[config.mk]
export PLATFORM = sky130hd
export DESIGN_NAME = mem_burst_ctrl_flat
export DESIGN_NICKNAME = d
export VERILOG_FILES = /design/src/rtl/mem_burst_ctrl_if.sv /design/src/rtl/mem_burst_ctrl.sv /design/src/flat_wrapper.sv
export SDC_FILE = /design/constraint.sdc
export NUM_CORES = 1
export LEC_CHECK = 0
export ABC_AREA = 0
export CAP_MARGIN = 0
export CORE_ASPECT_RATIO = 1.2
export CORE_MARGIN = 5
export CORE_UTILIZATION = 30
export DETAILED_ROUTE_END_ITERATION = 8
export PLACE_DENSITY = 0.64
export SYNTH_ARGS = -nofsm -noshare
export SYNTH_HDL_FRONTEND = slang
export SYNTH_SLANG_ARGS = --single-unit
[constraint.sdc]
create_clock -name clk_i -period 1.9 [get_ports clk_i]
set_input_delay 0.38 -clock clk_i [delete_from_list [all_inputs] [get_ports clk_i]]
set_output_delay 0.38 -clock clk_i [all_outputs]
set_load 0.03 [all_outputs]
[src/rtl/mem_burst_ctrl_if.sv]
// Burst request, write/read data streams and memory-side handshake of mem_burst_ctrl.
// The controller connects through the slave modport; its environment uses master.
interface mem_burst_ctrl_if #(
  parameter int unsigned WIDTH      = 8,
  parameter int unsigned ADDR_WIDTH = 3,
  parameter int unsigned LEN_WIDTH  = ADDR_WIDTH + 1
);
  logic                  req_valid_i;
  logic                  req_ready_o;
  logic                  req_wr_i;
  logic [ADDR_WIDTH-1:0] req_addr_i;
  logic [LEN_WIDTH-1:0]  req_len_i;
  logic                  wd_valid_i;
  logic                  wd_ready_o;
  logic [WIDTH-1:0]      wd_data_i;
  logic                  rd_valid_o;
  logic                  rd_ready_i;
  logic [WIDTH-1:0]      rd_data_o;
  logic [ADDR_WIDTH-1:0] mem_addr_o;
  logic [WIDTH-1:0]      mem_wdata_o;
  logic [WIDTH-1:0]      mem_rdata_i;
  logic                  mem_wr_rd_o;
  logic                  mem_valid_o;
  logic                  mem_ready_i;
  logic                  busy_o;
  logic                  done_o;

  modport slave (
    input  req_valid_i, req_wr_i, req_addr_i, req_len_i,
    input  wd_valid_i, wd_data_i, rd_ready_i, mem_rdata_i, mem_ready_i,
    output req_ready_o, wd_ready_o, rd_valid_o, rd_data_o,
    output mem_addr_o, mem_wdata_o, mem_wr_rd_o, mem_valid_o, busy_o, done_o
  );

  modport master (
    output req_valid_i, req_wr_i, req_addr_i, req_len_i,
    output wd_valid_i, wd_data_i, rd_ready_i, mem_rdata_i, mem_ready_i,
    input  req_ready_o, wd_ready_o, rd_valid_o, rd_data_o,
    input  mem_addr_o, mem_wdata_o, mem_wr_rd_o, mem_valid_o, busy_o, done_o
  );
endinterface

[src/rtl/mem_burst_ctrl.sv]
// Burst controller: turns one (dir, addr, len) request into len single-word memory
// accesses, fed from / draining to valid-ready streams, with wrapping addresses.
module mem_burst_ctrl #(
  parameter int unsigned WIDTH      = 8,
  parameter int unsigned ADDR_WIDTH = 3,
  parameter int unsigned LEN_WIDTH  = ADDR_WIDTH + 1
) (
  input logic            clk_i,
  input logic            rst_ni,
  mem_burst_ctrl_if.slave bus
);

  typedef enum logic [2:0] {
    S_IDLE, S_WFETCH, S_ISSUE, S_RDOUT, S_DONE
  } state_e;

  state_e                state_q, state_d;
  logic                  wr_q, wr_d;
  logic [ADDR_WIDTH-1:0] addr_q, addr_d;
  logic [LEN_WIDTH-1:0]  rem_q, rem_d;
  logic [WIDTH-1:0]      wdata_q, wdata_d;
  logic [WIDTH-1:0]      rdata_q, rdata_d;
  logic                  req_ready_q, req_ready_d;
  logic                  wd_ready_q, wd_ready_d;
  logic                  rd_valid_q, rd_valid_d;
  logic                  mem_valid_q, mem_valid_d;
  logic                  busy_q, busy_d;
  logic                  done_q, done_d;

  // Next state, datapath updates and next values of the state-decoded outputs
  always_comb begin
    state_d = state_q;
    wr_d    = wr_q;
    addr_d  = addr_q;
    rem_d   = rem_q;
    wdata_d = wdata_q;
    rdata_d = rdata_q;

    unique case (state_q)
      S_IDLE: begin
        if (bus.req_valid_i) begin
          wr_d   = bus.req_wr_i;
          addr_d = bus.req_addr_i;
          rem_d  = bus.req_len_i;
          if (bus.req_len_i == LEN_WIDTH'(0)) state_d = S_DONE;
          else if (bus.req_wr_i)              state_d = S_WFETCH;
          else                                state_d = S_ISSUE;
        end
      end
      S_WFETCH: begin
        if (bus.wd_valid_i) begin
          wdata_d = bus.wd_data_i;
          state_d = S_ISSUE;
        end
      end
      S_ISSUE: begin
        if (bus.mem_ready_i) begin
          rem_d  = rem_q - LEN_WIDTH'(1);
          addr_d = addr_q + ADDR_WIDTH'(1);
          if (!wr_q) begin
            rdata_d = bus.mem_rdata_i;
            state_d = S_RDOUT;
          end else if (rem_q == LEN_WIDTH'(1)) begin
            state_d = S_DONE;
          end else begin
            state_d = S_WFETCH;
          end
        end
      end
      S_RDOUT: begin
        // rem_q was already decremented when this word left memory
        if (bus.rd_ready_i) state_d = (rem_q != LEN_WIDTH'(0)) ? S_ISSUE : S_DONE;
      end
      S_DONE:  state_d = S_IDLE;
      default: state_d = S_IDLE;
    endcase

    req_ready_d = (state_d == S_IDLE);
    busy_d      = (state_d != S_IDLE);
    wd_ready_d  = (state_d == S_WFETCH);
    mem_valid_d = (state_d == S_ISSUE);
    rd_valid_d  = (state_d == S_RDOUT);
    done_d      = (state_d == S_DONE);
  end

  // State and registered outputs
  always_ff @(posedge clk_i or negedge rst_ni) begin
    if (!rst_ni) begin
      state_q     <= S_IDLE;
      wr_q        <= 1'b0;
      addr_q      <= '0;
      rem_q       <= '0;
      wdata_q     <= '0;
      rdata_q     <= '0;
      req_ready_q <= 1'b1;
      busy_q      <= 1'b0;
      wd_ready_q  <= 1'b0;
      mem_valid_q <= 1'b0;
      rd_valid_q  <= 1'b0;
      done_q      <= 1'b0;
    end else begin
      state_q     <= state_d;
      wr_q        <= wr_d;
      addr_q      <= addr_d;
      rem_q       <= rem_d;
      wdata_q     <= wdata_d;
      rdata_q     <= rdata_d;
      req_ready_q <= req_ready_d;
      busy_q      <= busy_d;
      wd_ready_q  <= wd_ready_d;
      mem_valid_q <= mem_valid_d;
      rd_valid_q  <= rd_valid_d;
      done_q      <= done_d;
    end
  end

  assign bus.req_ready_o = req_ready_q;
  assign bus.busy_o      = busy_q;
  assign bus.wd_ready_o  = wd_ready_q;
  assign bus.mem_valid_o = mem_valid_q;
  assign bus.mem_addr_o  = addr_q;
  assign bus.mem_wr_rd_o = wr_q;
  assign bus.mem_wdata_o = wdata_q;
  assign bus.rd_valid_o  = rd_valid_q;
  assign bus.rd_data_o   = rdata_q;
  assign bus.done_o      = done_q;

endmodule

[src/flat_wrapper.sv]
// flat-port wrapper written by rule: the top's interface ports become plain ports
module mem_burst_ctrl_flat 
#(
  parameter int unsigned WIDTH      = 8,
  parameter int unsigned ADDR_WIDTH = 3,
  parameter int unsigned LEN_WIDTH  = ADDR_WIDTH + 1
)
  (clk_i, rst_ni, bus_req_valid_i, bus_req_wr_i, bus_req_addr_i, bus_req_len_i, bus_wd_valid_i, bus_wd_data_i, bus_rd_ready_i, bus_mem_rdata_i, bus_mem_ready_i, bus_req_ready_o, bus_wd_ready_o, bus_rd_valid_o, bus_rd_data_o, bus_mem_addr_o, bus_mem_wdata_o, bus_mem_wr_rd_o, bus_mem_valid_o, bus_busy_o, bus_done_o);
  mem_burst_ctrl_if #(.WIDTH(WIDTH), .ADDR_WIDTH(ADDR_WIDTH), .LEN_WIDTH(LEN_WIDTH)) bus_i ();
  input logic clk_i;
  input logic rst_ni;
  input wire logic [$bits(bus_i.req_valid_i)-1:0] bus_req_valid_i;
  input wire logic [$bits(bus_i.req_wr_i)-1:0] bus_req_wr_i;
  input wire logic [$bits(bus_i.req_addr_i)-1:0] bus_req_addr_i;
  input wire logic [$bits(bus_i.req_len_i)-1:0] bus_req_len_i;
  input wire logic [$bits(bus_i.wd_valid_i)-1:0] bus_wd_valid_i;
  input wire logic [$bits(bus_i.wd_data_i)-1:0] bus_wd_data_i;
  input wire logic [$bits(bus_i.rd_ready_i)-1:0] bus_rd_ready_i;
  input wire logic [$bits(bus_i.mem_rdata_i)-1:0] bus_mem_rdata_i;
  input wire logic [$bits(bus_i.mem_ready_i)-1:0] bus_mem_ready_i;
  output wire logic [$bits(bus_i.req_ready_o)-1:0] bus_req_ready_o;
  output wire logic [$bits(bus_i.wd_ready_o)-1:0] bus_wd_ready_o;
  output wire logic [$bits(bus_i.rd_valid_o)-1:0] bus_rd_valid_o;
  output wire logic [$bits(bus_i.rd_data_o)-1:0] bus_rd_data_o;
  output wire logic [$bits(bus_i.mem_addr_o)-1:0] bus_mem_addr_o;
  output wire logic [$bits(bus_i.mem_wdata_o)-1:0] bus_mem_wdata_o;
  output wire logic [$bits(bus_i.mem_wr_rd_o)-1:0] bus_mem_wr_rd_o;
  output wire logic [$bits(bus_i.mem_valid_o)-1:0] bus_mem_valid_o;
  output wire logic [$bits(bus_i.busy_o)-1:0] bus_busy_o;
  output wire logic [$bits(bus_i.done_o)-1:0] bus_done_o;
  assign bus_i.req_valid_i = bus_req_valid_i;
  assign bus_i.req_wr_i = bus_req_wr_i;
  assign bus_i.req_addr_i = bus_req_addr_i;
  assign bus_i.req_len_i = bus_req_len_i;
  assign bus_i.wd_valid_i = bus_wd_valid_i;
  assign bus_i.wd_data_i = bus_wd_data_i;
  assign bus_i.rd_ready_i = bus_rd_ready_i;
  assign bus_i.mem_rdata_i = bus_mem_rdata_i;
  assign bus_i.mem_ready_i = bus_mem_ready_i;
  assign bus_req_ready_o = bus_i.req_ready_o;
  assign bus_wd_ready_o = bus_i.wd_ready_o;
  assign bus_rd_valid_o = bus_i.rd_valid_o;
  assign bus_rd_data_o = bus_i.rd_data_o;
  assign bus_mem_addr_o = bus_i.mem_addr_o;
  assign bus_mem_wdata_o = bus_i.mem_wdata_o;
  assign bus_mem_wr_rd_o = bus_i.mem_wr_rd_o;
  assign bus_mem_valid_o = bus_i.mem_valid_o;
  assign bus_busy_o = bus_i.busy_o;
  assign bus_done_o = bus_i.done_o;
  mem_burst_ctrl #(.WIDTH(WIDTH), .ADDR_WIDTH(ADDR_WIDTH), .LEN_WIDTH(LEN_WIDTH)) u_core (.clk_i(clk_i), .rst_ni(rst_ni), .bus(bus_i));
endmodule
# Yosys cells after proc, flatten, opt, wreduce, memory -nomap -nowiden
# Index checks and enable logic that the tools add are counted.
# W data, S select, Z words.
dict set report word_totals {
  regBits 33
  wordCells 51
}
dict set report op_classes {
  addsub 2
  n_eq_ne 10
  mux 16
  bitwise 1
  reduce_logical 10
}
# cell n
set op_table {}
lappend op_table {{$mux W3} 10}
lappend op_table {{$eq A3 B2 Y1 const B} 4}
lappend op_table {{$pmux W3 S4} 1}
lappend op_table {{$mux W4} 2}
lappend op_table {{$pmux W4 S2} 1}
lappend op_table {{$eq A3 B1 Y1 const B} 2}
lappend op_table {{$logic_not A3 Y1} 2}
lappend op_table {{$pmux W3 S2} 1}
lappend op_table {{$reduce_and A3 Y1} 2}
lappend op_table {{$eq A4 B1 Y1 const B} 1}
lappend op_table {{$logic_not A4 Y1} 1}
lappend op_table {{$ne A2 B2 Y1 const B} 2}
lappend op_table {{$reduce_and A2 Y1} 2}
lappend op_table {{$reduce_bool A4 Y1} 1}
lappend op_table {{$sub A4 B1 Y4 const B} 1}
lappend op_table {{$add A3 B1 Y3 const B} 1}
lappend op_table {{$eq A3 B3 Y1 const B} 1}
lappend op_table {{$reduce_bool A3 Y1} 1}
lappend op_table {{$mux W2} 1}
lappend op_table {{$reduce_bool A2 Y1} 1}
lappend op_table {{$not A1 Y1} 1}

# Depth between registers and ports, before layout
dict set report logic_depth {
  depth_word 6
  ltp_mapped 6
  mapped_depth_nobuf 6
}

# Least setup slack after synthesis
# OpenSTA, ideal clock, no wires.
dict set report synth_timing {
  path_kind {register to register}
  startpoint {register u_core.rem_q[0]}
  endpoint {register u_core.busy_q, in the netlist u_core.bus.busy_o}
  t_arrival_ns 1.737
  slack_ns 0.032
  path_stages_with_launch 7
  path_buffers 0
  cell_sequence {dfrtp_1 inv_1 ha_1 nor4bb_1 a2111oi_0 a311o_1 or3_1}
}
# element line
set synth_rtl {}
lappend synth_rtl {{start, declared} mem_burst_ctrl.sv:20} ;# logic [LEN_WIDTH-1:0] rem_q, rem_d;
lappend synth_rtl {{start signal, assigned} mem_burst_ctrl.sv:105} ;# rem_q <= rem_d;
lappend synth_rtl {{$reduce_bool A4 Y1} mem_burst_ctrl.sv:72} ;# if (bus.rd_ready_i) state_d = (rem_q != LEN_WIDTH'(0)) ? S_ISSUE : S_DONE;
lappend synth_rtl {{$mux W3 (2 in series)} mem_burst_ctrl.sv:72}
lappend synth_rtl {{$pmux W3 S4} mem_burst_ctrl.sv:39} ;# unique case (state_q)
lappend synth_rtl {{named net u_core.state_d[1]} mem_burst_ctrl.sv:17} ;# state_e state_q, state_d;
lappend synth_rtl {{$reduce_bool A3 Y1} mem_burst_ctrl.sv:79} ;# busy_d = (state_d != S_IDLE);
lappend synth_rtl {{named net u_core.busy_d} mem_burst_ctrl.sv:27} ;# logic busy_q, busy_d;
lappend synth_rtl {{end signal, assigned} mem_burst_ctrl.sv:109} ;# busy_q <= busy_d;
lappend synth_rtl {{end, declared} mem_burst_ctrl.sv:27}
# The timed path passes the listed nets, and every way through them passes these cells.
# A chain may end at the register's enable or synchronous reset.

# Worst setup path in the final report
dict set report layout_timing {
  startpoint {input port bus_req_len_i[1]}
  endpoint {register u_core.busy_q, in the netlist u_core.bus.busy_o}
}
dict set report layout_via {
  elab_chain_len 5
}
# element line
set layout_rtl {}
lappend layout_rtl {{start, declared} flat_wrapper.sv:15} ;# input wire logic [$bits(bus_i.req_len_i)-1:0] bus_req_len_i;
lappend layout_rtl {{$logic_not A4 Y1} mem_burst_ctrl.sv:45} ;# if (bus.req_len_i == LEN_WIDTH'(0)) state_d = S_DONE;
lappend layout_rtl {{$mux W3} mem_burst_ctrl.sv:45}
lappend layout_rtl {{$mux W3} mem_burst_ctrl.sv:41} ;# if (bus.req_valid_i) begin
lappend layout_rtl {{$pmux W3 S4} mem_burst_ctrl.sv:39}
lappend layout_rtl {{named net u_core.state_d[0]} mem_burst_ctrl.sv:17}
lappend layout_rtl {{$reduce_bool A3 Y1} mem_burst_ctrl.sv:79}
lappend layout_rtl {{named net u_core.busy_d} mem_burst_ctrl.sv:27}
# The timed path passes the listed nets, and every way through them passes these cells.

==> reports/metrics.yaml <==
synth.yosys.seq_area_share_pct: 55.9
synth_edf_count: 0
cts_inserted_buffers: 5
finClkSkew_ps: 4.83
hold_viol: 0
start_util_pct: 30.4
critPathRequiredTime_ps: 2060
place_area_sq_um: 2250
first_iter_violations: 60
slew_headroom_pct: 72.5
cp-end-kind: "flop"
worstMarginPinSlew_ps: 412
r2r_slack_ps: 150
wl_mm: 4.06
power_density_nw_per_um2: 1780
synthArstFlopShare_pct: 100
rows: 28
path_cells: "clkdlybuf4s50_1 > or4_4 > a32oi_2 > o21ai_2 > or3_1"
clk_pin_slew_ps: 70
grt_use_total_pct: 13.9
finalCritPeriodShare_pct: 99.0
core_area_sq_um: 4870
path_class: "input pin to flop"
crit_fanout: 2
synth_top_area_share_pct: 54.1
grt_max_degree: 34
hp-class: "input pin to async pin"
grt_pass1_wl_mm: 6.62
yosysMostFrequentCell: "dfrtp_1"
cp-start-kind: "input pin"
post-route-util_pct: 50.1
die_w_um: 74.1
finalCriticalPeriod_ps: 1880
max_freq_mhz: 532
synth_cell_types: 42
grt_overflow: 0
timing.hold.ws_ps: 504
vias: 1256
postRouteAntennaNets: 0
syn_to_final_growth_pct: 64.9
synthCells: 118
rsz0062_at_grt: "false"
cts_max_level: 2
dp.final_hpwl_mm: 3.18
cp_slowest_cell: "or4_4"
die_y_um: 86.9
wire_per_inst_um: 15.6
synth_top_cells_by_area: "dfrtp_1 54%, mux2_2 13%, ha_1 2.5%, o21ai_0 2.0%, dfstp_2 1.8%"
synth_commonest_cells: "32 x dfrtp_1, 17 x mux2_2, 6 x o21ai_0, 5 x inv_1, 5 x nand2_1"
antennaDiodeCount: 0
gp_congestion: 0.915
cts_root_buf: "clkbuf_8"
tritoncts: "built"
maxCapViolCount: 0
grt_pass1_vias: 1352
drive_above_1_share_pct: 32.3
cts_buffer_depth: 2
pin_count: 56
p_leak_nw: 1.06
tns_ps: 0
antenna_found_initial: 0
cp_slowest_stage_delay_ps: 510
ir_worst_vdd_v: 0.000831
worstPathArrival_ps: 2040
syn_avg_cell_area_sq_um: 12.5
setup_viol: 0
port_buffers: 55
path_delay_family: "simple AND/OR/NAND/NOR gates"
drc: 0
layout.nets: 233
p_total_mw: 4.35
fin_area_sq_um: 2440
synth_warnings: 0
routed_via_density: 4.81
slew_violations: 0
worst-path-buf-inv: 1
clk_latency_ps: 280
die_area_sq_um: 6440
synth.largest_area_cell: "dfrtp_1"
drt-pass1-iter-count: 4
ys_ff_latch: 33
clkSinkCount: 33
synthFlopType: "dfrtp_1"
status: "completed"
synth_area_sq_um: 1480
fillers: 424
synth_nets: 151
==> cell type report <==
cell class,instances,area [sq um],share of cell area [%]
Multi-Input combinational cell,76,649,26.6
Inverter,5,18.8,0.770
Clock buffer,6,82.6,3.39
Tap cell,60,75.1,3.08
Clock inverter,2,37.5,1.54
Timing Repair Buffer,79,748,30.7
Sequential cell,33,827,33.9
==> per-stage QoR <==
stage	cells	setup slack, ps
after floorplan	118	32.2
after global placement	250	-284
after detailed placement	250	-322
after CTS	259	23.6
after global routing	261	10.9
final	261	18.9
==> power breakdown <==
part / internal (mW) / switching (mW)
clock network: 0.426 / 0.254
logic: 1.19 / 1.21
registers: 1.04 / 0.232
==> worst reg2reg max path, cell delays in order, from the launching register on <==
cell	delay, ps
dfrtp_1	360
inv_2	60
ha_4	160
nor4bb_4	150
a2111oi_1	410
a311o_1	210
buf_4	140
nor3b_1	170
==> sequential cells by signal (all words and copies together), names as in the netlist <==
register and cells:
u_core.bus.rd_data_o 8, u_core.state_q 3, u_core.bus.mem_addr_o 3, u_core.bus.busy_o 1
u_core.bus.wd_ready_o 1, u_core.bus.mem_wr_rd_o 1, u_core.bus.done_o 1, u_core.bus.mem_valid_o 1
u_core.bus.req_ready_o 1, u_core.bus.rd_valid_o 1, u_core.bus.mem_wdata_o 8, u_core.rem_q 4
==> cell families after synthesis <==
logic type	synth area share (%)
flops	55.9
simple gates	14.6
buf+inv	2.62
fa+ha+maj	2.54
compound gates	10.7
mux	13.6
==> worst paths after layout <==
path	start	endpoint	cells past startpoint
max	bus_req_len_i[1]	u_core.bus.busy_o	5
min in group clk_i	u_core.bus.mem_wdata_o[6]	u_core.bus.mem_wdata_o[6]	1
min	rst_ni	u_core.bus.mem_addr_o[0]	2
max reg2reg	u_core.rem_q[0]	u_core.bus.mem_valid_o	7
min reg2reg	u_core.bus.mem_wdata_o[6]	u_core.bus.mem_wdata_o[6]	1
max in group asynchronous	rst_ni	u_core.bus.req_ready_o	2
==> per-layer routing <==
layer | routed length, um | global-route usage, % | vias to the layer above | part of all wire [%]
li1 | - | - | 598 | -
met1 | 1630 | 16.2 | 616 | 40
met2 | 2130 | 23.5 | 35 | 52
met3 | 203 | 3.12 | 7 | 5.0
met4 | 97 | 7.08 | 0 | 2.4
met5 | 0 | 0 | - | 0
==> placed cells by master, fill, tap and decap left out, types with 2 or more instances in the layout <==
master           instances
clkdlybuf4s50_1         53
dfrtp_1                 32
buf_4                   23
mux2_2                  17
o21ai_0                  6
clkbuf_8                 6
nand2_1                  5
nor3_1                   4
nand3_1                  4
a21oi_1                  4
inv_1                    3
a31o_2                   2
and3_1                   2
or3_1                    2
inv_2                    2
o211ai_1                 2
ha_1                     2
dlymetal6s2s_1           2
==> what timing repair did <==
item,CTS,global route
setup buffers,1,2
setup endpoints to repair,4,12
gates resized for setup,4,6
pin swaps,1,4
hold buffers,0,0
No activity file was read; power rests on OpenSTA's default activity.
